===== src/rtl/memory_access_unit_if.sv =====
// Data-bus connection between the memory-stage master and a word-addressed slave.
// Handshake: the master holds address, strobe, byteenable and writedata stable while
// data_waitrequest=1; the transfer completes on the first rising edge with data_waitrequest=0.
interface memory_access_unit_if;
  logic [31:0] data_address;
  logic        data_read;
  logic        data_write;
  logic [3:0]  data_byteenable;
  logic [31:0] data_writedata;
  logic [31:0] data_readdata;
  logic        data_waitrequest;

  modport master (
    output data_address, data_read, data_write, data_byteenable, data_writedata,
    input  data_readdata, data_waitrequest
  );

  modport slave (
    input  data_address, data_read, data_write, data_byteenable, data_writedata,
    output data_readdata, data_waitrequest
  );
endinterface


===== src/rtl/memory_access_unit.sv =====
// Memory-stage bus master: turns loads/stores into aligned word transactions with byte
// enables, stalls the pipeline during the access and returns an extended load result.
module memory_access_unit #(
  parameter int unsigned MAX_WAIT = 16
) (
  input  logic                        clk,
  input  logic                        reset,
  input  logic                        memory_to_register_memory,
  input  logic                        memory_write_memory,
  input  logic [1:0]                  access_size_memory,
  input  logic                        load_signed_memory,
  input  logic [31:0]                 ALU_output_memory,
  input  logic [31:0]                 write_data_memory,
  output logic                        stall_memory,
  output logic [31:0]                 read_data_memory,
  output logic                        memory_done,
  output logic                        address_error,
  output logic                        timeout_error,
  output logic [1:0]                  debug_state,
  memory_access_unit_if.master        bus
);

  typedef enum logic [1:0] {IDLE = 2'd0, ACCESS = 2'd1, DONE = 2'd2} state_t;

  localparam logic [7:0] WAIT_LAST = 8'(MAX_WAIT - 1);

  state_t      state_q, state_d;
  logic [7:0]  cnt_q, cnt_d;
  logic        read_q, read_d;
  logic        write_q, write_d;
  logic [31:0] addr_q, addr_d;
  logic [3:0]  be_q, be_d;
  logic [31:0] wd_q, wd_d;
  logic [31:0] rdata_q, rdata_d;
  logic        timeout_q, timeout_d;
  logic        is_load_q, is_load_d;
  logic [1:0]  size_q, size_d;
  logic        signed_q, signed_d;
  logic [1:0]  offset_q, offset_d;

  logic        request;
  logic        misaligned;
  logic [3:0]  be_new;
  logic [31:0] wd_new;
  logic [7:0]  byte_sel;
  logic [15:0] half_sel;
  logic [31:0] load_ext;

  assign request = memory_to_register_memory | memory_write_memory;

  always_comb begin
    misaligned = 1'b0;
    be_new     = 4'b1111;
    wd_new     = write_data_memory;
    case (access_size_memory)
      2'b00: begin
        be_new = 4'b0001 << ALU_output_memory[1:0];
        wd_new = {4{write_data_memory[7:0]}};
      end
      2'b01: begin
        misaligned = ALU_output_memory[0];
        be_new     = ALU_output_memory[1] ? 4'b1100 : 4'b0011;
        wd_new     = {2{write_data_memory[15:0]}};
      end
      default: misaligned = |ALU_output_memory[1:0];
    endcase
  end

  // Lane extraction uses the offset captured at issue, since the pipeline inputs may move on.
  always_comb begin
    case (offset_q)
      2'd0:    byte_sel = bus.data_readdata[7:0];
      2'd1:    byte_sel = bus.data_readdata[15:8];
      2'd2:    byte_sel = bus.data_readdata[23:16];
      default: byte_sel = bus.data_readdata[31:24];
    endcase
    half_sel = offset_q[1] ? bus.data_readdata[31:16] : bus.data_readdata[15:0];
    case (size_q)
      2'b00:   load_ext = {{24{signed_q & byte_sel[7]}}, byte_sel};
      2'b01:   load_ext = {{16{signed_q & half_sel[15]}}, half_sel};
      default: load_ext = bus.data_readdata;
    endcase
  end

  always_comb begin
    state_d       = state_q;
    cnt_d         = cnt_q;
    read_d        = read_q;
    write_d       = write_q;
    addr_d        = addr_q;
    be_d          = be_q;
    wd_d          = wd_q;
    rdata_d       = rdata_q;
    timeout_d     = 1'b0;
    is_load_d     = is_load_q;
    size_d        = size_q;
    signed_d      = signed_q;
    offset_d      = offset_q;
    stall_memory  = 1'b0;
    address_error = 1'b0;
    case (state_q)
      IDLE: begin
        if (request) begin
          if (misaligned) begin
            address_error = 1'b1;
          end else begin
            stall_memory = 1'b1;
            state_d      = ACCESS;
            cnt_d        = 8'd0;
            addr_d       = {ALU_output_memory[31:2], 2'b00};
            be_d         = be_new;
            wd_d         = wd_new;
            // A simultaneous load and store is treated as a store only.
            read_d       = memory_to_register_memory & ~memory_write_memory;
            write_d      = memory_write_memory;
            is_load_d    = memory_to_register_memory & ~memory_write_memory;
            size_d       = access_size_memory;
            signed_d     = load_signed_memory;
            offset_d     = ALU_output_memory[1:0];
          end
        end
      end
      ACCESS: begin
        stall_memory = 1'b1;
        if (!bus.data_waitrequest) begin
          read_d  = 1'b0;
          write_d = 1'b0;
          if (is_load_q) rdata_d = load_ext;
          state_d = DONE;
        end else if (cnt_q == WAIT_LAST) begin
          read_d    = 1'b0;
          write_d   = 1'b0;
          if (is_load_q) rdata_d = 32'd0;
          timeout_d = 1'b1;
          state_d   = DONE;
        end else begin
          cnt_d = cnt_q + 8'd1;
        end
      end
      DONE: begin
        cnt_d   = 8'd0;
        state_d = IDLE;
      end
      default: state_d = IDLE;
    endcase
  end

  always_ff @(posedge clk) begin
    if (!reset) begin
      state_q   <= IDLE;
      cnt_q     <= 8'd0;
      read_q    <= 1'b0;
      write_q   <= 1'b0;
      addr_q    <= 32'd0;
      be_q      <= 4'd0;
      wd_q      <= 32'd0;
      rdata_q   <= 32'd0;
      timeout_q <= 1'b0;
      is_load_q <= 1'b0;
      size_q    <= 2'd0;
      signed_q  <= 1'b0;
      offset_q  <= 2'd0;
    end else begin
      state_q   <= state_d;
      cnt_q     <= cnt_d;
      read_q    <= read_d;
      write_q   <= write_d;
      addr_q    <= addr_d;
      be_q      <= be_d;
      wd_q      <= wd_d;
      rdata_q   <= rdata_d;
      timeout_q <= timeout_d;
      is_load_q <= is_load_d;
      size_q    <= size_d;
      signed_q  <= signed_d;
      offset_q  <= offset_d;
    end
  end

  assign memory_done         = (state_q == DONE);
  assign timeout_error       = timeout_q;
  assign read_data_memory    = rdata_q;
  assign debug_state         = state_q;
  assign bus.data_address    = addr_q;
  assign bus.data_read       = read_q;
  assign bus.data_write      = write_q;
  assign bus.data_byteenable = be_q;
  assign bus.data_writedata  = wd_q;

endmodule


===== src/flat_wrapper.sv =====
// flat-port wrapper written by rule: the top's interface ports become plain ports
module memory_access_unit_flat 
#(
  parameter int unsigned MAX_WAIT = 16
)
  (clk, reset, memory_to_register_memory, memory_write_memory, access_size_memory, load_signed_memory, ALU_output_memory, write_data_memory, stall_memory, read_data_memory, memory_done, address_error, timeout_error, debug_state, bus_data_address, bus_data_read, bus_data_write, bus_data_byteenable, bus_data_writedata, bus_data_readdata, bus_data_waitrequest);
  memory_access_unit_if bus_i ();
  input  logic clk;
  input  logic reset;
  input  logic memory_to_register_memory;
  input  logic memory_write_memory;
  input  logic [1:0] access_size_memory;
  input  logic load_signed_memory;
  input  logic [31:0] ALU_output_memory;
  input  logic [31:0] write_data_memory;
  output logic stall_memory;
  output logic [31:0] read_data_memory;
  output logic memory_done;
  output logic address_error;
  output logic timeout_error;
  output logic [1:0] debug_state;
  output wire logic [$bits(bus_i.data_address)-1:0] bus_data_address;
  output wire logic [$bits(bus_i.data_read)-1:0] bus_data_read;
  output wire logic [$bits(bus_i.data_write)-1:0] bus_data_write;
  output wire logic [$bits(bus_i.data_byteenable)-1:0] bus_data_byteenable;
  output wire logic [$bits(bus_i.data_writedata)-1:0] bus_data_writedata;
  input wire logic [$bits(bus_i.data_readdata)-1:0] bus_data_readdata;
  input wire logic [$bits(bus_i.data_waitrequest)-1:0] bus_data_waitrequest;
  assign bus_data_address = bus_i.data_address;
  assign bus_data_read = bus_i.data_read;
  assign bus_data_write = bus_i.data_write;
  assign bus_data_byteenable = bus_i.data_byteenable;
  assign bus_data_writedata = bus_i.data_writedata;
  assign bus_i.data_readdata = bus_data_readdata;
  assign bus_i.data_waitrequest = bus_data_waitrequest;
  memory_access_unit #(.MAX_WAIT(MAX_WAIT)) u_core (.clk(clk), .reset(reset), .memory_to_register_memory(memory_to_register_memory), .memory_write_memory(memory_write_memory), .access_size_memory(access_size_memory), .load_signed_memory(load_signed_memory), .ALU_output_memory(ALU_output_memory), .write_data_memory(write_data_memory), .stall_memory(stall_memory), .read_data_memory(read_data_memory), .memory_done(memory_done), .address_error(address_error), .timeout_error(timeout_error), .debug_state(debug_state), .bus(bus_i));
endmodule

===== config.mk =====
export PLATFORM = sky130hd
export DESIGN_NAME = memory_access_unit_flat
export DESIGN_NICKNAME = d
export VERILOG_FILES = /design/src/rtl/memory_access_unit_if.sv /design/src/rtl/memory_access_unit.sv /design/src/flat_wrapper.sv
export SDC_FILE = /design/constraint.sdc
export NUM_CORES = 1
export LEC_CHECK = 0
export BUFFER_PORTS_ARGS = -buffer_cell sky130_fd_sc_hd__buf_2
export CAP_MARGIN = 20
export CORE_MARGIN = 1.5
export CORE_UTILIZATION = 40
export CTS_CLUSTER_DIAMETER = 50
export CTS_CLUSTER_SIZE = 14
export DETAILED_ROUTE_END_ITERATION = 6
export HOLD_SLACK_MARGIN = 0.06
export PLACE_DENSITY = 0.67
export SETUP_SLACK_MARGIN = 0.15
export SLEW_MARGIN = 20
export SYNTH_ARGS = -nofsm -noshare
export SYNTH_HDL_FRONTEND = slang
export SYNTH_SLANG_ARGS = --single-unit

===== constraint.sdc =====
create_clock -name clk -period 2.05 [get_ports clk]
set_clock_uncertainty 0.1 [all_clocks]
set_input_delay 0.205 -clock clk [delete_from_list [all_inputs] [get_ports clk]]
set_output_delay 0.205 -clock clk [all_outputs]
set_load 0.02 [all_outputs]

## After elaboration in Yosys (flattened, before gate mapping)

Index checks and enable logic that the tools add are counted.

| word-level totals | value |
|---|---|
| register bits after elaboration | 117 |
| bits in latches | 0 |
| bits in writable memories | 0 |
| ROM bits | 0 |
| bits of input ports | 104 |
| memories kept | 0 |

| cells by class | value |
|---|---|
| $add $sub $neg | 1 |
| $mul | 0 |
| divide/modulo/power cells | 0 |
| $lt $le $gt $ge | 0 |
| eq/ne operators | 14 |
| shifts and indexed selects | 1 |
| muxes and demuxes | 36 |
| bitwise gates (word level) | 6 |
| reductions and logical operators | 14 |

Operators with widths:

| kind | number |
|---|---|
| 32-bit two-way mux | 4 |
| 32-bit case mux with 2 select lines | 2 |
| 8-bit case mux with 3 select lines | 2 |
| 8-bit two-way mux | 4 |
| 16-bit two-way mux | 1 |
| 1-bit two-way mux | 12 |
| 3-bit AND reduction | 3 |
| 8-bit by 1-bit adder with 8-bit output, second input constant | 1 |
| 2-bit by 1-bit equality test with 1-bit output, second input constant | 4 |
| 8-bit by 4-bit equality test with 1-bit output, second input constant | 1 |
| 2-bit logical NOT | 4 |
| 2-bit two-way mux | 4 |
| 1-bit case mux with 2 select lines | 4 |
| 4-bit case mux with 2 select lines | 1 |
| 4-bit AND reduction | 2 |
| 2-bit by 1-bit inequality test with 1-bit output, second input constant | 3 |
| 2-bit inequality test, second input constant | 3 |
| 5-bit AND reduction | 1 |
| 2-bit equality test, second input constant | 2 |
| 4-bit two-way mux | 1 |
| 2-bit case mux with 2 select lines | 1 |
| 2-bit nonzero test | 2 |
| 1-bit by 2-bit << shifter with 4-bit output, first input constant | 1 |
| 1-bit bitwise AND | 3 |
| other kinds (5) | 6 |

## Depth between registers and ports, before layout

| logic depth | value |
|---|---|
| word-level depth | 6 |
| depth in mapped cells | 7 |

## Worst setup path before layout

OpenSTA, ideal clock, no wires.

| timing | value |
|---|---|
| path kind | reg-to-reg |
| from | reg u_core.offset_q[1] |
| to | reg u_core.rdata_q[16] (netlist: u_core.read_data_memory[16]) |
| library setup time | 117 ps |
| arrival | 1586 ps |
| required time | 1833 ps |
| setup slack | 247 ps |
| cell stages (with the launch flop) | 7 |
| buffers on the path | 2 |
| period minus slack after synthesis | 1803 ps |
| cells stage by stage | dfxtp_1 buf_6 mux4_2 or3_4 nand3_4 buf_8 o2bb2ai_1 |

| on the way | value |
|---|---|
| word-level cells in the longest chain between the ends | 6 |

Ends and longest elaborated chain:

| item | RTL line | text |
|---|---|---|
| from (decl) | memory_access_unit.sv:39 | `logic [1:0] offset_q, offset_d;` |
| from (signal assigned) | memory_access_unit.sv:176 | `offset_q <= offset_d;` |
| 2-bit equality test (tied with other cells) | memory_access_unit.sv:71 | `case (offset_q)` |
| 8-bit case mux with 3 select lines | memory_access_unit.sv:71 |  |
| 1-bit bitwise AND | memory_access_unit.sv:79 | `2'b00: load_ext = {{24{signed_q & byte_sel[7]}}, byte_sel};` |
| 32-bit case mux with 2 select lines (*) | memory_access_unit.sv:78 | `case (size_q)` |
| 32-bit two-way mux (*) | memory_access_unit.sv:128 | `if (is_load_q) rdata_d = load_ext;` |
| 32-bit two-way mux (*) | memory_access_unit.sv:125 | `if (!bus.data_waitrequest) begin` |
| to (signal assigned) | memory_access_unit.sv:171 | `rdata_q <= rdata_d;` |
| to (decl) | memory_access_unit.sv:34 | `logic [31:0] rdata_q, rdata_d;` |

Every way passes the cells marked *; elsewhere a longest branch is shown, timed or not. The select of a mux whose other input is x is not followed.
A chain may end at the register's enable or synchronous reset.

## Worst setup path after layout

| timing | value |
|---|---|
| from | in memory_write_memory |
| to | out stall_memory |

| on the way | value |
|---|---|
| word-level cells in the longest chain between the ends | 3 |

Ends and longest elaborated chain:

| item | RTL line | text |
|---|---|---|
| from (decl) | flat_wrapper.sv:11 | `input logic memory_write_memory;` |
| 1-bit bitwise OR | memory_access_unit.sv:49 | `assign request = memory_to_register_memory \| memory_write_memory;` |
| 1-bit two-way mux | memory_access_unit.sv:103 | `if (request) begin` |
| 1-bit case mux with 2 select lines | memory_access_unit.sv:101 | `case (state_q)` |
| to (decl) | flat_wrapper.sv:16 | `output logic stall_memory;` |

Every way passes these cells.

==> metrics.yaml <==
cp-start-kind: "primary input"
clkLatencyLatePin_ps: 410
nets: 998
dp.cells: 961
period_minus_slack_ps: 1880
grt-ovfl-total: 0
synth_area_per_cell_um2: 8.46
n_antenna_cell: 0
reg2reg_from: "u_core.cnt_q[6]$_SDFFE_PN0P_"
start_util: 0.408
cts_setup_buffers: 0
p_clk_frac: 0.449
power_density_nw_per_um2: 832
ys_types: 54
drc: 0
die_h_um: 117
ys_ff_latch: 117
status: "completed"
drive_gt1_frac: 0.306
synth_area_um2: 5150
seqPwrFrac: 0.377
die_w_um: 117
r2r_slack_ps: 230
grt_pass1_vias: 5376
hold_start: "ALU_output_memory[1]"
area_delta_synth_final_pct: 52.6
hold_class: "primary input to flip-flop"
ys_async_sr_fraction: 0
setup.worst_path.end_class: "output pin"
yosys_warnings: 0
finalNonFillerCells: 1078
dr.first_iter.drc_count: 368
syn_inst: 609
finalPower_mw: 6.55
cts_root_buf: "clkbuf_16"
tns_ps: 0
finalWirelength_um: 16800
path_class: "primary input to output pin"
layout_commonest_cell: "buf_2"
p_int_mw: 4.81
power.switching_mw: 1.74
io_buffers: 209
holdPathStages: 3
crit_required_ps: 1750
cts_buffers: 17
fmax_ghz: 0.533
combinationalPowerShare: 0.174
worst-path-max-fanout: 4
ctsLongestPathBuffers: 2
layout_common_cells: "buf_2, nand2_1, dfxtp_1, dlygate4sd3_1, a21oi_1"
postLayoutCoreUtil: 0.624
worst_hold_path.endpoint: "u_core.bus.data_byteenable[3]$_SDFFE_PN0P_"
tightest_slew_ps: 630
reg2regPathDepth: 5
vias_per_cell: 5.14
min_period_over_period: 0.915
crit_chain: "dlygate4sd3_1 > buf_2 > a2bb2oi_2 > a21oi_1 > nor2_1 > buf_2"
synth_enable_flop_cells: 0
ios: 212
hold_viol_final: 0
antenna_found_initial: 0
reg2reg_to: "u_core.read_data_memory[4]$_SDFFE_PN0P_"
cp_common_cell: "buf_2"
grt_max_degree: 76
ys_seq_area_frac: 0.454
htree_levels: 4
startpoint: "memory_write_memory"
die_area_um2: 13600
grt_use_total: 0.245
num_vias: 5537
postRouteAntennaNets: 0
critical-path-top-delay-family: "buffers and inverters"
synth_top_flop_cell: "dfxtp_1"
crit_path_max_incr_delay_ps: 560
grt_pass1_wl_um: 26000
dpl.hpwl_um: 10800
num_rows: 41
maxSlewViolCount: 0
worst-path-buf-inv: 3
dpl_cell_area_um2: 6390
leakagePower_nw: 3.61
rsz0062_at_grt: "yes"
switching_share: 0.265
core_um2: 12600
setup_viol: 0
cts_tree: "yes"
vdd_drop_max_mv: 0.589
place.gp.congestion: 0.851
critPathSlowestCell: "dlygate4sd3_1"
drv_cap: 0
wl_per_cell_um: 15.6
arrival_ps: 1570
relSlewSlack: 0.578
clk_pin_slew_worst_paths_ps: 50
firstDrtPassIters: 4
final_area_um2: 7870
cts_sinks: 117
[area by class of cell]
cell class,instances,area (µm²)
fillers,1066,4750
multi-input cells,428,2550
flip-flops and latches,117,2340
repair buffers,312,2110
clock buffers,22,454
well taps,172,215
clock inverters,10,130
inverters,17,63.8
[synthesized netlist by cell type (3+ instances only)]
cell / number / share of area
buf_1: 3 / 0.0022
a21oi_1: 78 / 0.076
nand2b_1: 5 / 0.0061
dfxtp_1: 117 / 0.45
a21o_1: 8 / 0.012
nand4_1: 3 / 0.0036
nor2b_1: 9 / 0.011
nand2_1: 127 / 0.092
a22o_1: 4 / 0.0068
o22ai_1: 4 / 0.0049
clkbuf_1: 31 / 0.023
buf_2: 9 / 0.0087
mux2i_1: 23 / 0.045
inv_1: 17 / 0.012
nor2_1: 32 / 0.023
a221oi_1: 12 / 0.020
nand4b_1: 3 / 0.0051
o21ai_0: 16 / 0.016
and3_1: 5 / 0.0061
o211ai_1: 7 / 0.010
a211oi_1: 11 / 0.016
a311oi_1: 9 / 0.015
nor4_1: 3 / 0.0036
nor3_1: 6 / 0.0058
mux2_2: 7 / 0.015
o2bb2ai_1: 21 / 0.036
[power by group through the flow]
| stage | sequential (mW) | clock, mW | combinational [mW] |
|---|---|---|---|
| after floorplan | 2.64 | 0 | 0.470 |
| after global placement | 2.51 | 0 | 0.963 |
| after detailed placement | 2.51 | 0 | 0.978 |
| after CTS | 2.46 | 2.98 | 1.10 |
| after global routing | 2.48 | 3.10 | 1.23 |
| final | 2.47 | 2.94 | 1.14 |
[worst reg2reg max path, cell delays in order (launching register included)]
cell     delay [ps]
dfxtp_1         360
or4_4           520
o21ai_2         180
a31oi_2         130
buf_12          190
a22o_1          240
[routing by layer]
| metal | up-vias | global-route usage | share of wire |
|---|---|---|---|
| li1 | 2722 | - | - |
| met1 | 2559 | 0.282 | 0.41 |
| met2 | 229 | 0.426 | 0.50 |
| met3 | 27 | 0.0752 | 0.070 |
| met4 | 0 | 0.0943 | 0.020 |
| met5 | - | 0 | 0 |
[cell families (layout without fill, tap and decap cells)]
logic type	Yosys count	in the layout	share of synthesized area
buffers and inverters	65	361	0.0561
and+or+nand+nor	209	209	0.184
muxes	31	31	0.0643
DFF	117	117	0.454
adders and majority gates	1	1	0.00243
xor gates and xnor gates	4	4	0.00680
other	1	2	0.000727
AOI/OAI and AO/OA	181	181	0.231
[worst max-delay path by stage]
| stage | endpoint | slack, ps | cells after the start |
|---|---|---|---|
| floorplan | u_core.read_data_memory[16]$_SDFFE_PN0P_ | 250 | 6 |
| global placement | u_core.read_data_memory[11]$_SDFFE_PN0P_ | 240 | 4 |
| detailed placement | u_core.read_data_memory[11]$_SDFFE_PN0P_ | 220 | 4 |
| CTS | stall_memory | 200 | 6 |
| global route | stall_memory | 150 | 6 |
| finish | stall_memory | 170 | 6 |
[sequential cells by signal, indices dropped and copies added, names as in the netlist]
| name | count |
|---|---|
| u_core.cnt_q | 8 |
| u_core.bus.data_writedata | 32 |
| u_core.signed_q | 1 |
| u_core.bus.data_address | 30 |
| u_core.bus.data_write | 1 |
| u_core.debug_state | 2 |
| u_core.read_data_memory | 32 |
| u_core.timeout_error | 1 |
| u_core.bus.data_byteenable | 4 |
| u_core.size_q | 2 |
| u_core.bus.data_read | 1 |
| u_core.offset_q | 2 |
| u_core.is_load_q | 1 |
[through the flow]
stage          hold slack (ps)  setup WS, ps
6_report                  67.9           173
5_1_grt                   79.7           149
4_1_cts                   60.8           197
3_5_place_dp               342           217
3_3_place_gp               339           244
2_1_floorplan              241           247
[repair_timing]
action                     4_1_cts  5_1_grt
gates resized for setup          0        5
hold endpoints to repair        88        0
setup endpoints to repair        0       21
hold buffers                    84        0
Note: power is estimated with default switching activity, not from simulation.
